[config.mk]
export PLATFORM = sky130hd
export DESIGN_NAME = avalon_master_bridge
export DESIGN_NICKNAME = d
export VERILOG_FILES = /design/src/rtl/avalon_master_pkg.sv /design/src/rtl/avalon_pending_tracker.sv /design/src/rtl/avalon_master_bridge.sv
export SDC_FILE = /design/constraint.sdc
export NUM_CORES = 1
export LEC_CHECK = 0
export ABC_AREA = 1
export BUFFER_PORTS_ARGS = -buffer_cell sky130_fd_sc_hd__buf_2
export CAP_MARGIN = 20
export CELL_PAD_IN_SITES_DETAIL_PLACEMENT = 2
export CELL_PAD_IN_SITES_GLOBAL_PLACEMENT = 2
export CORE_MARGIN = 4
export CORE_UTILIZATION = 30
export CTS_CLUSTER_DIAMETER = 150
export CTS_CLUSTER_SIZE = 10
export DETAILED_ROUTE_END_ITERATION = 10
export MAX_ROUTING_LAYER = met4
export PLACE_DENSITY_LB_ADDON = 0.1
export SYNTH_ARGS = -nofsm -noshare
export SYNTH_HDL_FRONTEND = slang
export SYNTH_SLANG_ARGS = --single-unit
export TNS_END_PERCENT = 20
[constraint.sdc]
create_clock -name clk -period 4.1 [get_ports clk]
set_input_delay 0.615 -clock clk [delete_from_list [all_inputs] [get_ports clk]]
set_output_delay 0.615 -clock clk [all_outputs]
set_load 0.01 [all_outputs]
[src/rtl/avalon_master_pkg.sv]
// avalon_master_pkg: shared types and constants for the Avalon-MM master bridge
package avalon_master_pkg;
  typedef enum logic {IDLE, REQUEST} state_e;
  localparam logic [31:0] ERROR_DATA = 32'h0;
  function automatic int pend_width(input int max_pending);
    return $clog2(max_pending + 1);
  endfunction
endpackage

[src/rtl/avalon_pending_tracker.sv]
// avalon_pending_tracker: outstanding-read counter and readdatavalid watchdog
module avalon_pending_tracker
  import avalon_master_pkg::*;
#(
  parameter int MAXPENDING = 4,
  parameter int TIMEOUT    = 255,
  parameter int PW         = pend_width(MAXPENDING)
) (
  input  logic          clk,
  input  logic          reset_n,
  input  logic          issue_read,
  input  logic          readdatavalid,
  output logic [PW-1:0] pending,
  output logic          timeout_pulse
);
  localparam logic [15:0] WD_LAST = 16'(TIMEOUT - 1);
  logic [PW-1:0] pending_q, pending_d;
  logic [15:0] wd_q, wd_d;
  logic active, retire;
  always_comb begin
    active        = pending_q != '0;
    timeout_pulse = active && !readdatavalid && wd_q == WD_LAST;
    retire        = active && (readdatavalid || timeout_pulse);
    pending_d     = pending_q + PW'(issue_read) - PW'(retire);
    wd_d          = (active && !retire) ? wd_q + 16'd1 : '0;
  end
  always_ff @(posedge clk or negedge reset_n)
    if (!reset_n) begin
      pending_q <= '0;
      wd_q      <= '0;
    end else begin
      pending_q <= pending_d;
      wd_q      <= wd_d;
    end
  assign pending = pending_q;
endmodule

[src/rtl/avalon_master_bridge.sv]
// avalon_master_bridge: valid/ready command port to Avalon-MM master with
// pipelined reads, bounded outstanding count and read timeout responses
module avalon_master_bridge
  import avalon_master_pkg::*;
#(
  parameter int ADDRESSWIDTH = 4,
  parameter int MAXPENDING   = 4,
  parameter int TIMEOUT      = 255
) (
  input  logic                    clk,
  input  logic                    reset_n,
  input  logic                    cmd_valid,
  output logic                    cmd_ready,
  input  logic                    cmd_write,
  input  logic [ADDRESSWIDTH-1:0] cmd_address,
  input  logic [31:0]             cmd_data,
  output logic                    rsp_valid,
  output logic [31:0]             rsp_data,
  output logic                    rsp_error,
  output logic                    avm_read,
  output logic                    avm_write,
  output logic [ADDRESSWIDTH-1:0] avm_address,
  output logic [31:0]             avm_writedata,
  input  logic                    avm_waitrequest,
  input  logic                    avm_readdatavalid,
  input  logic [31:0]             avm_readdata,
  output logic                    busy
);
  localparam int PW = pend_width(MAXPENDING);
  state_e state_q, state_d;
  logic cmd_write_q, cmd_write_d;
  logic [ADDRESSWIDTH-1:0] cmd_address_q, cmd_address_d;
  logic [31:0] cmd_data_q, cmd_data_d, rsp_data_q, rsp_data_d;
  logic rsp_valid_q, rsp_valid_d, rsp_error_q, rsp_error_d;
  logic [PW-1:0] pending;
  logic timeout_pulse, in_request, holding_read, done, accept, rdv_hit;
  avalon_pending_tracker #(
    .MAXPENDING(MAXPENDING),
    .TIMEOUT(TIMEOUT),
    .PW(PW)
  ) u_tracker (
    .clk(clk),
    .reset_n(reset_n),
    .issue_read(holding_read && done),
    .readdatavalid(avm_readdatavalid),
    .pending(pending),
    .timeout_pulse(timeout_pulse)
  );
  // a read still on the bus is counted so completion cannot overflow pending
  always_comb begin
    in_request    = state_q == REQUEST;
    holding_read  = in_request && !cmd_write_q;
    done          = in_request && !avm_waitrequest;
    cmd_ready     = reset_n && (!in_request || !avm_waitrequest) &&
                    (int'(pending) + int'(holding_read) < MAXPENDING);
    accept        = cmd_valid && cmd_ready;
    rdv_hit       = avm_readdatavalid && pending != '0;
    state_d       = accept ? REQUEST : done ? IDLE : state_q;
    cmd_write_d   = accept ? cmd_write : cmd_write_q;
    cmd_address_d = accept ? cmd_address : cmd_address_q;
    cmd_data_d    = accept ? cmd_data : cmd_data_q;
    rsp_valid_d   = rdv_hit || timeout_pulse;
    rsp_error_d   = timeout_pulse;
    rsp_data_d    = rdv_hit ? avm_readdata : ERROR_DATA;
  end
  always_ff @(posedge clk or negedge reset_n)
    if (!reset_n) begin
      state_q       <= IDLE;
      cmd_write_q   <= 1'b0;
      cmd_address_q <= '0;
      cmd_data_q    <= '0;
      rsp_valid_q   <= 1'b0;
      rsp_error_q   <= 1'b0;
      rsp_data_q    <= '0;
    end else begin
      state_q       <= state_d;
      cmd_write_q   <= cmd_write_d;
      cmd_address_q <= cmd_address_d;
      cmd_data_q    <= cmd_data_d;
      rsp_valid_q   <= rsp_valid_d;
      rsp_error_q   <= rsp_error_d;
      rsp_data_q    <= rsp_data_d;
    end
  assign avm_read      = holding_read;
  assign avm_write     = in_request && cmd_write_q;
  assign avm_address   = cmd_address_q;
  assign avm_writedata = cmd_data_q;
  assign rsp_valid     = rsp_valid_q;
  assign rsp_error     = rsp_error_q;
  assign rsp_data      = rsp_data_q;
  assign busy          = in_request || pending != '0;
endmodule

==> impl_metrics.csv <==
group,metric,value,unit
global_routing,gr-total-overflow,0,
global_routing,grt_antenna_before_repair,0,
global_routing,grt_pass1_vias,3772,
routing,routed_wirelength,11900,microns
timing,timing_hold_violations_final,0,
logic_synthesis,synthCells,423,
clock_network,worst_setup_hold_path_clk_slew,0.06,ns
layout,antennaDiodeCount,0,
critical_path,r2r-start,"u_tracker.wd_q[0]$_DFF_PN0_",
routing,detail-route-antenna-nets,0,
timing,tightest_slew,0.908,ns
timing,grt_setup_unrepaired,"no",
floorplan,boundaryPins,148,
timing,finalCritPeriodShare,0.626,
routing,detail_route.wl_per_cell,16.1,microns
floorplan,design.core.area,0.0126,sq mm
logic_synthesis,postSynthAreaPerCell,9.17,sq um
layout,layout-drive-gt1-share,0.305,
critical_path,crit_fanout,21,
layout,final_common_cell,"buf_2",
critical_path,critPathMaxStageDelay,0.60,ns
power_and_ir_drop,power_density,637,mW/mm^2
floorplan,floorplan.die.height,122,microns
critical_path,r2r_slack,1.76,ns
clock_network,numClockSinks,91,
global_routing,wire_length_of_the_first_global_routing_pass,19400,microns
hold_path,timing.hold.worst.class,"input pin to async pin",
timing,finalCriticalPeriod,2.57,ns
clock_network,clock-root-buffer,"clkbuf_16",
logic_synthesis,ys.warnings.count,0,
critical_path,crit_top_cell,"nand2_1",
floorplan,number_of_standard_cell_rows_in_the_floorplan,41,
timing,skew,0.00522,ns
floorplan,die_area,0.0148,sq mm
routing,drt-initial-drc-count,158,
logic_synthesis,ys_ff_latch,91,
critical_path,capturing_element_type_of_the_critical_path,"output port",
critical_path,worstPathCellList,"inv_2 > nand4_1 > nand2_1 > nand2_1 > nor2_1 > buf_2",
clock_network,cts_hold_buffers,0,
timing,setup_viol_count_final,0,
clock_network,post_cts_buffers,0,
routing,num_vias,3427,
clock_network,clock_tree.buffer_depth,2,
timing,accumulated_negative_setup_slack,0,ns
layout,mostFrequentLayoutCells,"buf_2 (146), nand2_1 (105), dfrtp_1 (91)",
run_status,run_status,"finished, final reports clean",
global_routing,gr-usage-all-layers,0.172,
timing,fmax,390,MHz
power_and_ir_drop,vdd_ir_drop_max,0.000221,V
critical_path,worstPathRequired,3.48,ns
critical_path,r2r_cells,12,
place,post-place-ws,1.31,ns
routing,first_pass_iters,4,
critical_path,worst_setup_path_start_kind,"register",
critical_path,cp_data_arrival_time,1.95,ns
logic_synthesis,synth_area,0.00388,sq mm
logic_synthesis,yosysUniqueCellTypes,25,
power_and_ir_drop,leakage_power_total,2.84,nW
timing,setup_ws,1.53,ns
place,numPortBuffers,147,
logic_synthesis,synth_seq_area_share,0.587,
clock_network,cts.repair.resized,0,
layout,nNetsFinal,646,
clock_network,cts_made_buffers,9,
layout,area_delta_synth_final,32.4,%
logic_synthesis,number_of_nets_produced_by_synthesis,503,
global_routing,grt_max_degree,71,
place,dpl.hpwl,8700,microns
timing,maxSlewHeadroom,0.395,
critical_path,r2r_end,"u_tracker.pending[2]$_DFF_PN0_",
clock_network,cts_tree,"built",
critical_path,slowest_cell_on_crit_path,"nand2_1",
timing,max_slew_violation_total_from_the_final_report,0,
floorplan,die_w,122,microns
flow_run,max_cap_violations,0,
place,gp_congestion,0.760,
clock_network,clk_latency,0.35,ns
routing,via_per_inst,4.61,
critical_path,setup.worst_path.class,"register to output port",
floorplan,initial_core_util,0.307,
clock_network,count_of_h_tree_levels_built_during_cts,3,
routing,drc_errors,0,
stage by stage:
step | cells | total power [mW] | hold WS (ns) | utilization | instance area (sq um)
5_1_grt | 743 | 3.51 | 0.171 | 0.407 | 5130
6_report | 743 | 3.27 | 0.157 | 0.407 | 5130
2_1_floorplan | 423 | 1.83 | 0.319 | - | 3880
3_5_place_dp | 726 | 2.27 | 0.462 | 0.375 | 4740
4_1_cts | 742 | 3.33 | 0.159 | 0.405 | 5110
3_3_place_gp | 725 | 2.21 | 0.451 | 0.373 | 4710
sequential cells by signal, summed over array words and instances, names as in the netlist:
register	cells
u_tracker.pending	3
rsp_data	32
cmd_write_q	1
rsp_error	1
avm_writedata	32
u_tracker.wd_q	16
avm_address	4
rsp_valid	1
in_request	1
worst max path at each step:
stage	from	end	slack [ns]	depth (start not counted)
floorplan	u_tracker.wd_q[0]$_DFF_PN0_	u_tracker.pending[2]$_DFF_PN0_	2.00	12
global placement	reset_n	avm_writedata[5]$_DFFE_PN0P_	1.44	7
detailed placement	reset_n	avm_writedata[2]$_DFFE_PN0P_	1.31	7
CTS	cmd_write_q$_DFFE_PN0P_	avm_writedata[1]$_DFFE_PN0P_	1.33	6
global route	cmd_write_q$_DFFE_PN0P_	cmd_ready	1.36	6
finish	cmd_write_q$_DFFE_PN0P_	cmd_ready	1.53	6
synthesized netlist by cell type:
library cell  number  area [sq um]
a21boi_0           1          7.51
a21oi_1            2          10.0
buf_2             10          50.1
buf_4              2          15.0
buf_6              6          67.6
clkbuf_1           1          3.75
clkinv_1           1          3.75
dfrtp_1           91          2280
fa_1               1          20.0
ha_1               5          62.6
inv_1             51           191
inv_2              1          3.75
nand2_1          105           394
nand2_2            1          6.26
nand3_1            9          45.0
nand3_2            1          10.0
nand4_1           43           269
nand4_2            1          12.5
nor2_1            71           267
nor2_4             2          22.5
nor3_1             2          10.0
nor3_2             1          10.0
o21ai_0            3          15.0
xnor2_1            3          26.3
xor2_1             9          78.8
area by class of cell:
cell class | count | area, sq um
clock buffer | 10 | 239
clock inverter | 6 | 136
fill | 1452 | 7490
inverter | 53 | 199
multi-input combinational | 260 | 1270
sequential | 91 | 2280
tap | 172 | 215
timing repair buffer | 151 | 801
power breakdown:
part | switching, mW | leakage, nW | total [mW] | internal (mW)
clock network | 0.360 | 0.179 | 1.03 | 0.675
logic | 0.596 | 1.49 | 0.945 | 0.349
registers | 0.148 | 1.17 | 1.29 | 1.14
metal layers:
metal | vias to the layer above | track usage | part of all wire
met2 | 98 | 0.260 | 0.47
met1 | 1702 | 0.222 | 0.45
met5 | - | - | 0
met3 | 12 | 0.0492 | 0.066
met4 | 0 | 0.0630 | 0.015
li1 | 1615 | - | -
worst max-delay path: cells and delay by family, from the launching register on:
family,cells,cell delay (ns)
flops,1,0.45
simple gates,4,0.92
buf+inv,2,0.24
logic make-up (layout without fill, tap and decap cells):
group,count (synthesis),count (layout),share of synthesized area
xor+xnor,12,12,0.0271
compound gates,6,6,0.00839
flops,91,91,0.587
fa+ha+maj,6,6,0.0213
simple gates,236,236,0.270
buf+inv,72,220,0.0864
Note: power is estimated with default switching activity, not from simulation.
